<file path="config.mk">
export PLATFORM = sky130hd
export DESIGN_NAME = exmem_skid_pipe_flat
export DESIGN_NICKNAME = d
export VERILOG_FILES = /design/src/rtl/exmem_skid_pipe_pkg.sv /design/src/rtl/exmem_skid_pipe_if.sv /design/src/rtl/exmem_skid_pipe_slot.sv /design/src/rtl/exmem_skid_pipe.sv /design/src/flat_wrapper.sv
export SDC_FILE = /design/constraint.sdc
export NUM_CORES = 1
export LEC_CHECK = 0
export ABC_CLOCK_PERIOD_IN_PS = 1700
export BUFFER_PORTS_ARGS = -buffer_cell sky130_fd_sc_hd__buf_4
export CORE_MARGIN = 3
export CORE_UTILIZATION = 45
export DETAILED_ROUTE_END_ITERATION = 10
export PLACE_DENSITY_LB_ADDON = 0.2
export SLEW_MARGIN = 20
export SYNTH_ARGS = -nofsm -noshare
export SYNTH_HDL_FRONTEND = slang
export SYNTH_HIERARCHICAL = 1
export SYNTH_SLANG_ARGS = --single-unit
</file>
<file path="constraint.sdc">
create_clock -name clk -period 1.7 [get_ports clk]
set_input_delay 0.085 -clock clk [delete_from_list [all_inputs] [get_ports clk]]
set_output_delay 0.085 -clock clk [all_outputs]
set_load 0.01 [all_outputs]
</file>
<file path="src/rtl/exmem_skid_pipe_pkg.sv">
// Shared definitions for the EX/MEM skid pipeline: writeback source
// encodings, the default-width payload record and a payload width helper.
package exmem_skid_pipe_pkg;

  typedef enum logic [1:0] {
    MEM_TO_REG_ALU = 2'b00,
    MEM_TO_REG_MEM = 2'b01,
    MEM_TO_REG_PC4 = 2'b10
  } mem_to_reg_e;

  localparam int unsigned DEF_XLEN    = 32;
  localparam int unsigned DEF_INSTR_W = 32;
  localparam int unsigned DEF_RD_W    = 5;

  // EX/MEM payload at the default widths
  typedef struct packed {
    logic [DEF_INSTR_W-1:0] instr;
    logic [DEF_XLEN-1:0]    alu;
    logic [DEF_XLEN-1:0]    rs2;
    logic [DEF_XLEN-1:0]    pc;
    logic [1:0]             mem_to_reg;
    logic                   reg_write;
    logic [DEF_RD_W-1:0]    rd;
  } exmem_payload_t;

  function automatic int unsigned payload_width(input int unsigned xlen,
                                                input int unsigned instr_w,
                                                input int unsigned rd_w);
    return instr_w + 3 * xlen + 2 + 1 + rd_w;
  endfunction

endpackage

</file>
<file path="src/rtl/exmem_skid_pipe_if.sv">
// EX->MEM handshake and payload bundle. The slave modport is the pipe
// stage's view; the master modport is the surrounding EX/MEM logic.
interface exmem_skid_pipe_if #(
  parameter int unsigned XLEN    = 32,
  parameter int unsigned INSTR_W = 32,
  parameter int unsigned RD_W    = 5
);
  logic               in_valid;
  logic               in_ready;
  logic [INSTR_W-1:0] in_instr;
  logic [XLEN-1:0]    in_alu;
  logic [XLEN-1:0]    in_rs2;
  logic [XLEN-1:0]    in_pc;
  logic [1:0]         in_mem_to_reg;
  logic               in_reg_write;
  logic [RD_W-1:0]    in_rd;

  logic               out_valid;
  logic               out_ready;
  logic [INSTR_W-1:0] out_instr;
  logic [XLEN-1:0]    out_alu;
  logic [XLEN-1:0]    out_rs2;
  logic [XLEN-1:0]    out_pc;
  logic [1:0]         out_mem_to_reg;
  logic               out_reg_write;
  logic [RD_W-1:0]    out_rd;

  modport slave (
    input  in_valid, in_instr, in_alu, in_rs2, in_pc, in_mem_to_reg,
           in_reg_write, in_rd, out_ready,
    output in_ready, out_valid, out_instr, out_alu, out_rs2, out_pc,
           out_mem_to_reg, out_reg_write, out_rd
  );

  modport master (
    output in_valid, in_instr, in_alu, in_rs2, in_pc, in_mem_to_reg,
           in_reg_write, in_rd, out_ready,
    input  in_ready, out_valid, out_instr, out_alu, out_rs2, out_pc,
           out_mem_to_reg, out_reg_write, out_rd
  );
endinterface

</file>
<file path="src/rtl/exmem_skid_pipe_slot.sv">
// exmem_slot: one valid bit plus payload register. clear zeroes both,
// load captures d, unload drops valid while leaving the payload stale.
module exmem_slot #(
  parameter int unsigned W = 8
) (
  input  logic         clk,
  input  logic         rst,
  input  logic         clear,
  input  logic         load,
  input  logic         unload,
  input  logic [W-1:0] d,
  output logic         valid,
  output logic [W-1:0] q
);

  // reset/clear dominate, then load, then unload
  always_ff @(posedge clk) begin
    if (rst || clear) begin
      valid <= 1'b0;
      q     <= '0;
    end else if (load) begin
      valid <= 1'b1;
      q     <= d;
    end else if (unload) begin
      valid <= 1'b0;
    end
  end

endmodule

</file>
<file path="src/rtl/exmem_skid_pipe.sv">
// EX/MEM pipeline register with a one-entry skid buffer. in_ready comes
// straight from the skid valid flop, so out_ready never reaches it
// combinationally. Optional stall counter under macro EXMEM_STALL_CNT_EN.
module exmem_skid_pipe
  import exmem_skid_pipe_pkg::*;
#(
  parameter int unsigned XLEN    = 32,
  parameter int unsigned INSTR_W = 32,
  parameter int unsigned RD_W    = 5
) (
  input  logic                clk,
  input  logic                rst,
  input  logic                flush,
  exmem_skid_pipe_if.slave    bus
`ifdef EXMEM_STALL_CNT_EN
  ,
  output logic [31:0]         stall_cnt
`endif
);

  localparam int unsigned PW = payload_width(XLEN, INSTR_W, RD_W);

  typedef struct packed {
    logic [INSTR_W-1:0] instr;
    logic [XLEN-1:0]    alu;
    logic [XLEN-1:0]    rs2;
    logic [XLEN-1:0]    pc;
    logic [1:0]         mem_to_reg;
    logic               reg_write;
    logic [RD_W-1:0]    rd;
  } payload_t;

  payload_t in_pl;
  payload_t main_d;
  payload_t main_q;
  payload_t skid_q;
  logic     main_v;
  logic     skid_v;
  logic     main_load;
  logic     main_unload;
  logic     skid_load;
  logic     skid_unload;
  logic     accept;
  logic     drain;

  assign in_pl = '{
    instr:      bus.in_instr,
    alu:        bus.in_alu,
    rs2:        bus.in_rs2,
    pc:         bus.in_pc,
    mem_to_reg: bus.in_mem_to_reg,
    reg_write:  bus.in_reg_write,
    rd:         bus.in_rd
  };

  assign accept = bus.in_valid && !skid_v;
  assign drain  = main_v && bus.out_ready;

  // steer accepted entries and skid refills between the two slots
  always_comb begin
    main_load   = 1'b0;
    main_unload = 1'b0;
    skid_load   = 1'b0;
    skid_unload = 1'b0;
    main_d      = in_pl;
    if (skid_v) begin
      // in_ready is low here, so no accept competes with the refill
      if (drain) begin
        main_load   = 1'b1;
        main_d      = skid_q;
        skid_unload = 1'b1;
      end
    end else if (accept) begin
      if (!main_v || drain) main_load = 1'b1;
      else                  skid_load = 1'b1;
    end else if (drain) begin
      main_unload = 1'b1;
    end
  end

  exmem_slot #(.W(PW)) u_main (
    .clk    (clk),
    .rst    (rst),
    .clear  (flush),
    .load   (main_load),
    .unload (main_unload),
    .d      (main_d),
    .valid  (main_v),
    .q      (main_q)
  );

  exmem_slot #(.W(PW)) u_skid (
    .clk    (clk),
    .rst    (rst),
    .clear  (flush),
    .load   (skid_load),
    .unload (skid_unload),
    .d      (in_pl),
    .valid  (skid_v),
    .q      (skid_q)
  );

  assign bus.in_ready       = !skid_v;
  assign bus.out_valid      = main_v;
  assign bus.out_instr      = main_q.instr;
  assign bus.out_alu        = main_q.alu;
  assign bus.out_rs2        = main_q.rs2;
  assign bus.out_pc         = main_q.pc;
  assign bus.out_mem_to_reg = main_q.mem_to_reg;
  assign bus.out_reg_write  = main_q.reg_write && main_v;
  assign bus.out_rd         = main_q.rd;

`ifdef EXMEM_STALL_CNT_EN
  // count cycles where MEM holds a valid entry it cannot take; flush does not clear
  always_ff @(posedge clk) begin
    if (rst)                          stall_cnt <= '0;
    else if (main_v && !bus.out_ready) stall_cnt <= stall_cnt + 32'd1;
  end
`endif

endmodule

</file>
<file path="src/flat_wrapper.sv">
// flat-port wrapper written by rule: the top's interface ports become plain ports
module exmem_skid_pipe_flat import exmem_skid_pipe_pkg::*;
#(
  parameter int unsigned XLEN    = 32,
  parameter int unsigned INSTR_W = 32,
  parameter int unsigned RD_W    = 5
)
  (clk, rst, flush, bus_in_valid, bus_in_instr, bus_in_alu, bus_in_rs2, bus_in_pc, bus_in_mem_to_reg, bus_in_reg_write, bus_in_rd, bus_out_ready, bus_in_ready, bus_out_valid, bus_out_instr, bus_out_alu, bus_out_rs2, bus_out_pc, bus_out_mem_to_reg, bus_out_reg_write, bus_out_rd);
  exmem_skid_pipe_if #(.XLEN(XLEN), .INSTR_W(INSTR_W), .RD_W(RD_W)) bus_i ();
  input  logic clk;
  input  logic rst;
  input  logic flush;
  input wire logic [$bits(bus_i.in_valid)-1:0] bus_in_valid;
  input wire logic [$bits(bus_i.in_instr)-1:0] bus_in_instr;
  input wire logic [$bits(bus_i.in_alu)-1:0] bus_in_alu;
  input wire logic [$bits(bus_i.in_rs2)-1:0] bus_in_rs2;
  input wire logic [$bits(bus_i.in_pc)-1:0] bus_in_pc;
  input wire logic [$bits(bus_i.in_mem_to_reg)-1:0] bus_in_mem_to_reg;
  input wire logic [$bits(bus_i.in_reg_write)-1:0] bus_in_reg_write;
  input wire logic [$bits(bus_i.in_rd)-1:0] bus_in_rd;
  input wire logic [$bits(bus_i.out_ready)-1:0] bus_out_ready;
  output wire logic [$bits(bus_i.in_ready)-1:0] bus_in_ready;
  output wire logic [$bits(bus_i.out_valid)-1:0] bus_out_valid;
  output wire logic [$bits(bus_i.out_instr)-1:0] bus_out_instr;
  output wire logic [$bits(bus_i.out_alu)-1:0] bus_out_alu;
  output wire logic [$bits(bus_i.out_rs2)-1:0] bus_out_rs2;
  output wire logic [$bits(bus_i.out_pc)-1:0] bus_out_pc;
  output wire logic [$bits(bus_i.out_mem_to_reg)-1:0] bus_out_mem_to_reg;
  output wire logic [$bits(bus_i.out_reg_write)-1:0] bus_out_reg_write;
  output wire logic [$bits(bus_i.out_rd)-1:0] bus_out_rd;
  assign bus_i.in_valid = bus_in_valid;
  assign bus_i.in_instr = bus_in_instr;
  assign bus_i.in_alu = bus_in_alu;
  assign bus_i.in_rs2 = bus_in_rs2;
  assign bus_i.in_pc = bus_in_pc;
  assign bus_i.in_mem_to_reg = bus_in_mem_to_reg;
  assign bus_i.in_reg_write = bus_in_reg_write;
  assign bus_i.in_rd = bus_in_rd;
  assign bus_i.out_ready = bus_out_ready;
  assign bus_in_ready = bus_i.in_ready;
  assign bus_out_valid = bus_i.out_valid;
  assign bus_out_instr = bus_i.out_instr;
  assign bus_out_alu = bus_i.out_alu;
  assign bus_out_rs2 = bus_i.out_rs2;
  assign bus_out_pc = bus_i.out_pc;
  assign bus_out_mem_to_reg = bus_i.out_mem_to_reg;
  assign bus_out_reg_write = bus_i.out_reg_write;
  assign bus_out_rd = bus_i.out_rd;
  exmem_skid_pipe #(.XLEN(XLEN), .INSTR_W(INSTR_W), .RD_W(RD_W)) u_core (.clk(clk), .rst(rst), .flush(flush), .bus(bus_i));
endmodule
</file>
# Word-level counts from Yosys, hierarchy flattened
# Index checks and enable logic that the tools add are counted.
[word_totals]
memories = 0
regBits = 274
out_inout_bits = 138
ramBits = 0
latchBits = 0
mem_bits_ro = 0
word_cells = 29
[op_classes]
shift = 0
multipliers = 0
n_bitwise = 0
n_mux = 16
addsub = 0
div_mod_pow = 0
magnitude_cmp = 0
n_reduce_logical = 9
eq_ne = 0
[op_table]
columns = ["op", "count"]
rows = [
  ["136-bit two-way mux", 2],
  ["1-bit two-way mux", 14],
  ["2-bit nonzero test", 2],
  ["1-bit logical AND", 3],
  ["1-bit logical NOT", 2],
  ["1-bit logical OR", 2],
]

# Longest topological paths before layout
# Gate-level depths: netlist of the first run.
[logic_depth]
depth_word = 6
mapped_depth = 6
ltp_nobuf = 4

# Modules after synthesis
# Netlist of the first run, hierarchy kept.
[by_module_without_submodules]
columns = ["mod", "instances", "cells_per_inst", "seq_area_each_um2", "area_per_inst_um2"]
rows = [
  ["exmem_slot", 2, 443, 2742.6, 5014.8],
  ["exmem_skid_pipe", 1, 161, 0.0, 2339.7],
]

# Worst setup path after synthesis of the first run
# No wires, ideal clock.
[synth_path]
path_type = "register to register"
start = "reg u_core.u_main.valid"
end = "reg u_core.u_main.q[104]"
path_slack_ns = 0.042
stages_incl_launch_ff = 7
setup_time_ns = 0.117
n_path_buf = 2
synth_period_minus_slack_ns = 1.658
arrival_time_ns = 1.541
cell_sequence = "dfxtp_1 or2_2 a21oi_1 buf_6 buf_12 mux2i_1 nor2_1"
[synth_between]
elab_chain_len = 5
word_cells_on_any_way = 9
[synth_lines]
columns = ["element", "line", "text"]
rows = [
  ["start, declared", "exmem_skid_pipe_slot.sv:12", "output logic valid,"],
  ["start signal, assigned", "exmem_skid_pipe_slot.sv:19", "valid <= 1'b0;"],
  ["start signal, assigned", "exmem_skid_pipe_slot.sv:22", "valid <= 1'b1;"],
  ["start signal, assigned", "exmem_skid_pipe_slot.sv:25", "valid <= 1'b0;"],
  ["1-bit logical NOT / 1-bit logical AND (equally long branches)", "exmem_skid_pipe.sv:74, exmem_skid_pipe.sv:57", ""],
  ["1-bit logical OR", "exmem_skid_pipe.sv:74", "if (!main_v || drain) main_load = 1'b1;"],
  ["1-bit two-way mux", "exmem_skid_pipe.sv:74", ""],
  ["1-bit two-way mux", "exmem_skid_pipe.sv:73", "end else if (accept) begin"],
  ["1-bit two-way mux *", "exmem_skid_pipe.sv:66", "if (skid_v) begin"],
  ["net u_core.main_load", "exmem_skid_pipe.sv:39", "logic main_load;"],
  ["end signal, assigned", "exmem_skid_pipe_slot.sv:20", "q <= '0;"],
  ["end signal, assigned", "exmem_skid_pipe_slot.sv:23", "q <= d;"],
  ["end, declared", "exmem_skid_pipe_slot.sv:13", "output logic [W-1:0] q"],
]
# The timed path passes the listed nets; every way through them passes the cells marked *.
# A chain may end at the register's enable or synchronous reset.

# Final worst setup path of the first run
[layout_path]
start = "reg u_core.u_skid.valid"
end = "reg u_core.u_main.q[37]"
[layout_between]
elab_chain_len = 4
word_cells_on_any_way = 5
[layout_lines]
columns = ["element", "line", "text"]
rows = [
  ["start, declared", "exmem_skid_pipe_slot.sv:12", ""],
  ["start signal, assigned", "exmem_skid_pipe_slot.sv:19", ""],
  ["start signal, assigned", "exmem_skid_pipe_slot.sv:22", ""],
  ["start signal, assigned", "exmem_skid_pipe_slot.sv:25", ""],
  ["1-bit logical NOT", "exmem_skid_pipe.sv:56", "assign accept = bus.in_valid && !skid_v;"],
  ["1-bit logical AND", "exmem_skid_pipe.sv:56", ""],
  ["1-bit two-way mux", "exmem_skid_pipe.sv:73", ""],
  ["1-bit two-way mux *", "exmem_skid_pipe.sv:66", ""],
  ["net u_core.main_load", "exmem_skid_pipe.sv:39", ""],
]
# Marked as above.

==> impl_metrics.csv, run 1 <==
group,metric,value,unit
run_status,status,"finished, final reports clean",
power,netSwitchingFraction,22.2,%
floorplanning,placement_rows,60,
power,clkPwrFrac,44.9,%
timing,slew-limit-headroom,53.5,%
cells_and_area,fin_util,64.5,%
job,drv_cap,0,
timing,setup_violations,0,
critical_path,cp_max_fo,7,
timing,worst_slew_pin_slew,697,ps
logic_synthesis,synth-seq-cells,274,
logic_synthesis,synth_common_cells,"dfxtp_1, nor2_1, mux2i_1, mux2_4, buf_12",
power,total_power,0.0156,W
logic_synthesis,synthDistinctLibCells,17,
routing,wirelength,30.2,mm
min_path,holdCritStartpoint,"bus_out_ready",
timing,fin_crit_sh,97.6,%
logic_synthesis,syn-num-nets,1188,
placed_design,portBuffers,278,
critical_path,r2r-end,"u_core/u_main/q[37]",
min_path,worstHoldEndpoint,"u_core/u_main/valid",
timing,skew,9.17,ps
floorplanning,io_pins,279,
grt,grt_pass1_wl,45.3,mm
critical_path,r2r_cells,8,
timing,hold_ws,57.8,ps
grt,grt_max_degree,138,
logic_synthesis,synthCells,1047,
grt,grt_pass1_vias,8848,
clock_network,clkSinkCount,274,
power,power_frac_comb,12.6,%
timing,grt_setup_unrepaired,"true",
timing,fmax,603,MHz
critical_path,criticalPathCategory,"register to register",
placed_design,gp_congestion,0.737,
logic_synthesis,ys_warn_count,6,
timing,finalSetupTns,0,ps
logic_synthesis,synth.avg_cell_area,11.8,um^2
cells_and_area,area_growth,40.5,%
min_path,hold_depth,4,
clock_network,cts_max_level,1,
critical_path,crit_path_start_kind,"register",
power,pwr-share-seq,42.5,%
timing,fin_crit,1660,ps
logic_synthesis,yosysTopAreaCellShare,44.3,%
floorplanning,die_w,172,um
routing,drtPass1Iterations,5,
grt,globalRouteOverflowTotal,0,
logic_synthesis,synth_area_leaders,"dfxtp_1, mux2i_1, mux2_4, nor2_1, buf_12",
grt,grt_use_total,18.7,%
cells_and_area,diodes,0,
routing,drc_errors,0,
logic_synthesis,synth_area_leader_cell,"dfxtp_1",
logic_synthesis,synth_seq_area_share,44.3,%
critical_path,worstPathRequired,2100,ps
logic_synthesis,synthArstFlopShare,0,%
routing,wire_per_inst,16.3,um
routing,vias,8974,
routing,viasPerCell,4.85,
critical_path,arrival,2060,ps
clock_network,clkLatencyLatePin,540,ps
routing,ant_nets,0,
logic_synthesis,synth.cell_area,12400,um^2
floorplanning,fp.coreArea,27000,um^2
floorplanning,start_util,45.9,%
power,power.leakage,7.81,nW
clock_network,cts_tree,"built",
placed_design,place_hpwl,18.7,mm
floorplanning,die-area,29500,um^2
logic_synthesis,synth_edf_count,0,
power,p_int,0.0121,W
power,power.switching,0.00347,W
clock_network,clk_pin_slew_worst_paths,60,ps
logic_synthesis,synthMostInstantiatedCell,"dfxtp_1",
power,cellPowerDensity,898,nW/um^2
critical_path,rr_startpoint,"u_core/u_skid/valid",
power,irDropWorstVdd,0.000640,V
critical_path,end_kind,"register",
clock_network,cts_buffers,31,
min_path,hold_path_class,"input port to register",
floorplanning,die_h,172,um
routing,drt-initial-drc-count,424,
timing,slew_violations,0,
clock_network,root_buffer,"clkbuf_16",
cells_and_area,layout-drive-gt1-share,36.4,%
timing,hold_violations,0,
critical_path,reg2reg_slack,40,ps
clock_network,clock_path_buffers,3,
cells_and_area,nets,1628,
grt,antenna_found_initial,0,
logic_synthesis,yosys_most_used_dff,"dfxtp_1",
[power groups by stage]
stage | sequential, W | combinational, W | clock [W]
finish | 0.00664 | 0.00197 | 0.00700
global route | 0.00665 | 0.00210 | 0.00744
CTS | 0.00663 | 0.00186 | 0.00719
detailed placement | 0.00677 | 0.00159 | 0
global placement | 0.00677 | 0.00157 | 0
floorplan | 0.00680 | 0.000942 | 0
[logic make-up after synthesis]
group,Yosys count,share of synthesized area (%)
multiplexers,408,38.3
AND/OR/NAND/NOR,283,8.90
flip-flops,274,44.3
buffers and inverters,79,8.32
AO/OA/AOI/OAI,3,0.121
[timing repair]
item / CTS / global route
resized for setup: 0 / 13
setup endpoints to repair: 7 / 120
setup buffers: 1 / 12
gates cloned: 0 / 5
pin swaps: 0 / 1
hold buffers: 136 / 0
endpoints found under the hold margin: 272 / 0
[registers in the layout (all words and copies together), names as in the netlist]
register / flops
u_core/u_main/valid: 1
u_core/u_skid/valid: 1
u_core/u_skid/q: 136
u_core/u_main/q: 136
[metal layers]
| layer | GRT usage (%) | wire, um | vias up |
|---|---|---|---|
| met5 | 0 | 0 | - |
| met4 | 5.76 | 842 | 0 |
| met3 | 4.18 | 1790 | 52 |
| met2 | 32.5 | 14500 | 230 |
| met1 | 23.1 | 13000 | 4271 |
| li1 | - | - | 4421 |
[worst max-delay path by stage]
stage	from	to
2_1_floorplan	u_core/u_main/valid	u_core/u_main/q[104]
3_3_place_gp	u_core/u_skid/valid	u_core/u_main/q[116]
3_5_place_dp	u_core/u_skid/valid	u_core/u_main/q[103]
4_1_cts	u_core/u_skid/valid	u_core/u_main/q[92]
5_1_grt	u_core/u_skid/valid	u_core/u_main/q[37]
6_report	u_core/u_skid/valid	u_core/u_main/q[37]
[stage by stage]
step | area, um^2 | setup slack [ps] | cells
floorplan | 12400 | 42.1 | 1047
global placement | 14600 | 41.8 | 1641
detailed placement | 14600 | 12.4 | 1641
CTS | 17100 | -31.7 | 1835
global route | 17400 | -46.3 | 1852
finish | 17400 | 40.9 | 1852
[area by class of cell]
type                       instances  area, um^2
sequential                       274        5490
clock buffer                      39         876
timing repair buffer             482        4460
multi-input combinational        694        5900
fill                            2164        9570
clock inverter                    18         218
inverter                           4        15.0
tap                              341         427
[layout by cell type, fill, tap and decap left out, drive strengths merged]
cell type | netlist | final
a21oi | 3 | 3
and2 | 1 | 1
and4bb | 2 | 2
buf | 75 | 341
bufinv | 0 | 5
clkbuf | 0 | 44
clkinv | 0 | 12
clkinvlp | 0 | 1
dfxtp | 274 | 274
dlygate4sd3 | 0 | 136
inv | 4 | 4
mux2 | 136 | 136
mux2i | 272 | 272
nand2 | 1 | 1
nand2b | 2 | 2
nand3 | 1 | 1
nor2 | 273 | 273
or2 | 3 | 3
[critical path, cell delays in order, from the launching register on]
cell     delay (ps)
dfxtp_2         340
or2_4           260
a21oi_4         130
buf_6           140
buf_12          110
buf_12          120
buf_16          130
mux2i_2         230
nor2_1           50
Power figures use the tool's default switching activity.
==> run 2: changes to the inputs <==
CORE_UTILIZATION = 49   (was 45)
==> run 2 against run 1 <==
Sequential power is essentially flat. Non-clock buffer count shrank 10. Clock skew grew 10 ps. Critical path depth shrank 1. Critical endpoint is now u_core/u_main/q[124]. Combinational power is essentially flat. Clock power shrank 13%. Via count grew 0.88%. Global-route usage grew 2.8 points. Highest routed layer unchanged. Fmax grew 0.57%. First-iteration DRC count shrank 9.0%. Cell area shrank 1.5%. Count of clock-buffer cells in the layout grew 7.
==> impl_metrics.csv, run 2 (synthesis gave the netlist of run 1 again) <==
group,metric,value,unit
critical_path,cp_max_fo,6,
cells_and_area,layout-drive-gt1-share,35.4,%
min_path,holdCritStartpoint,"bus_out_ready",
power,irDropWorstVdd,0.000734,V
timing,fmax,606,MHz
floorplanning,die_h,165,um
routing,viasPerCell,4.98,
clock_network,root_buffer,"clkbuf_16",
clock_network,clock_path_buffers,3,
routing,wirelength,30.9,mm
routing,wire_per_inst,17.0,um
cells_and_area,nFillCells,1798,
grt,grt_pass1_wl,47.6,mm
placed_design,portBuffers,278,
cells_and_area,multi_input_area,5910,um^2
timing,setup_violations,0,
critical_path,end_kind,"register",
grt,antenna_found_initial,0,
timing,hold_violations,0,
clock_network,clkLatencyLatePin,530,ps
routing,ant_nets,0,
power,power.leakage,7.66,nW
routing,vias,9053,
power,power_frac_comb,13.3,%
critical_path,worstPathRequired,2100,ps
timing,fin_crit_sh,97.0,%
grt,grt_use_total,21.5,%
floorplanning,fp.coreArea,24500,um^2
critical_path,criticalPathCategory,"register to register",
placed_design,gp_congestion,0.738,
clock_network,cts_max_level,1,
grt,grt_max_degree,138,
floorplanning,placement_rows,57,
timing,grt_setup_unrepaired,"true",
cells_and_area,final_common_cell,"buf_4",
timing,worst_slew_pin_slew,855,ps
min_path,hold_path_class,"input port to register",
critical_path,r2r_cells,7,
critical_path,rr_startpoint,"u_core/u_skid/valid",
cells_and_area,fin_util,69.7,%
clock_network,cts_tree,"built",
cells_and_area,final_cell_mix,"buf_4, nor2_1, dfxtp_1",
cells_and_area,nets,1616,
critical_path,arrival,2050,ps
cells_and_area,area_growth,38.3,%
clock_network,cts_buffers,29,
timing,skew,19.2,ps
placed_design,place_hpwl,18.8,mm
power,p_int,0.0114,W
critical_path,startpoint,"u_core/u_skid/valid",
floorplanning,die_w,165,um
floorplanning,start_util,50.4,%
grt,globalRouteOverflowTotal,0,
routing,drtPass1Iterations,4,
power,pwr-share-seq,45.2,%
run_status,status,"finished, final reports clean",
clock_network,clk_pin_slew_worst_paths,60,ps
timing,slew_violations,0,
timing,fin_crit,1650,ps
critical_path,r2r-end,"u_core/u_main/q[124]",
routing,drt-initial-drc-count,386,
routing,drc_errors,0,
critical_path,crit_path_start_kind,"register",
floorplanning,die-area,27200,um^2
critical_path,cp-endpoint,"u_core/u_main/q[124]",
timing,finalSetupTns,0,ps
cells_and_area,regArea,5490,um^2
cells_and_area,largestRegisters,"u_core/u_main/q x136, u_core/u_skid/q x136",
job,drv_cap,0,
power,cellPowerDensity,858,nW/um^2
timing,slew-limit-headroom,43.0,%
power,clkPwrFrac,41.5,%
power,power.switching,0.00332,W
power,netSwitchingFraction,22.7,%
cells_and_area,diodes,0,
floorplanning,io_pins,279,
critical_path,reg2reg_slack,50,ps
clock_network,clkSinkCount,274,
grt,grt_pass1_vias,9485,
-- run 2: cell count changes in the layout (fill, tap and decap cells not counted), sizes merged --
cell and delta:
buf -11, clkinv -9, clkbuf +6, bufinv -4
bufbuf +2, clkinvlp -1
-- run 2: per-stage QoR --
stage	instances	power (W)	hold slack, ps	cell area [um^2]	worst slack (ps)
4_1_cts	1812	0.0148	73.8	17000	2.61
5_1_grt	1818	0.0152	83.6	17100	-29.5
6_report	1818	0.0147	85.7	17100	50.3
3_5_place_dp	1621	0.00834	338	14600	-63.6
2_1_floorplan	1047	0.00775	232	12400	42.1
3_3_place_gp	1621	0.00832	327	14600	14.9
-- run 2: power by group through the flow --
stage | logic (W) | registers [W] | clock network, W
floorplan | 0.000942 | 0.00680 | 0
global placement | 0.00155 | 0.00677 | 0
detailed placement | 0.00158 | 0.00677 | 0
CTS | 0.00190 | 0.00663 | 0.00623
global route | 0.00207 | 0.00664 | 0.00650
finish | 0.00195 | 0.00663 | 0.00609
-- run 2: worst min path at each step --
| stage | to | slack [ps] | cells after the start |
|---|---|---|---|
| floorplan | u_core/u_skid/q[0] | 230 | 2 |
| global route | u_core/u_main/valid | 80 | 4 |
| CTS | u_core/u_main/valid | 70 | 4 |
| finish | u_core/u_main/valid | 90 | 4 |
| global placement | u_core/u_skid/q[0] | 330 | 3 |
| detailed placement | u_core/u_skid/q[135] | 340 | 3 |
-- run 2: layout make-up --
cell class              count  area share, %
repair buffers            472           25.6
multi-input cells         694           34.5
clock inverters             4          0.263
clock buffers              46           5.08
flip-flops and latches    274           32.1
well taps                 324           2.37
inverters                   4         0.0877
-- run 2: worst max-delay path, stage by stage (launching register included) --
cell and delay [ps]:
dfxtp_2 340, or2_4 260, a21oi_4 140, buf_12 140
bufbuf_16 260, buf_4 130, mux2i_1 180, nor2_1 60
-- run 2: repair_timing --
item,in CTS,in global routing
setup endpoints to repair,57,63
pin swaps,1,0
setup buffers,3,2
hold endpoints to repair,272,0
gates cloned,2,4
hold buffers,136,0
resized for setup,3,10
-- run 2: routing by layer --
metal | GRT usage, % | part of all wire (%) | vias up
met5 | 0 | 0 | -
met4 | 6.67 | 2.6 | 0
met3 | 4.94 | 6.0 | 57
met2 | 38.1 | 49 | 242
met1 | 25.7 | 42 | 4361
li1 | - | - | 4393
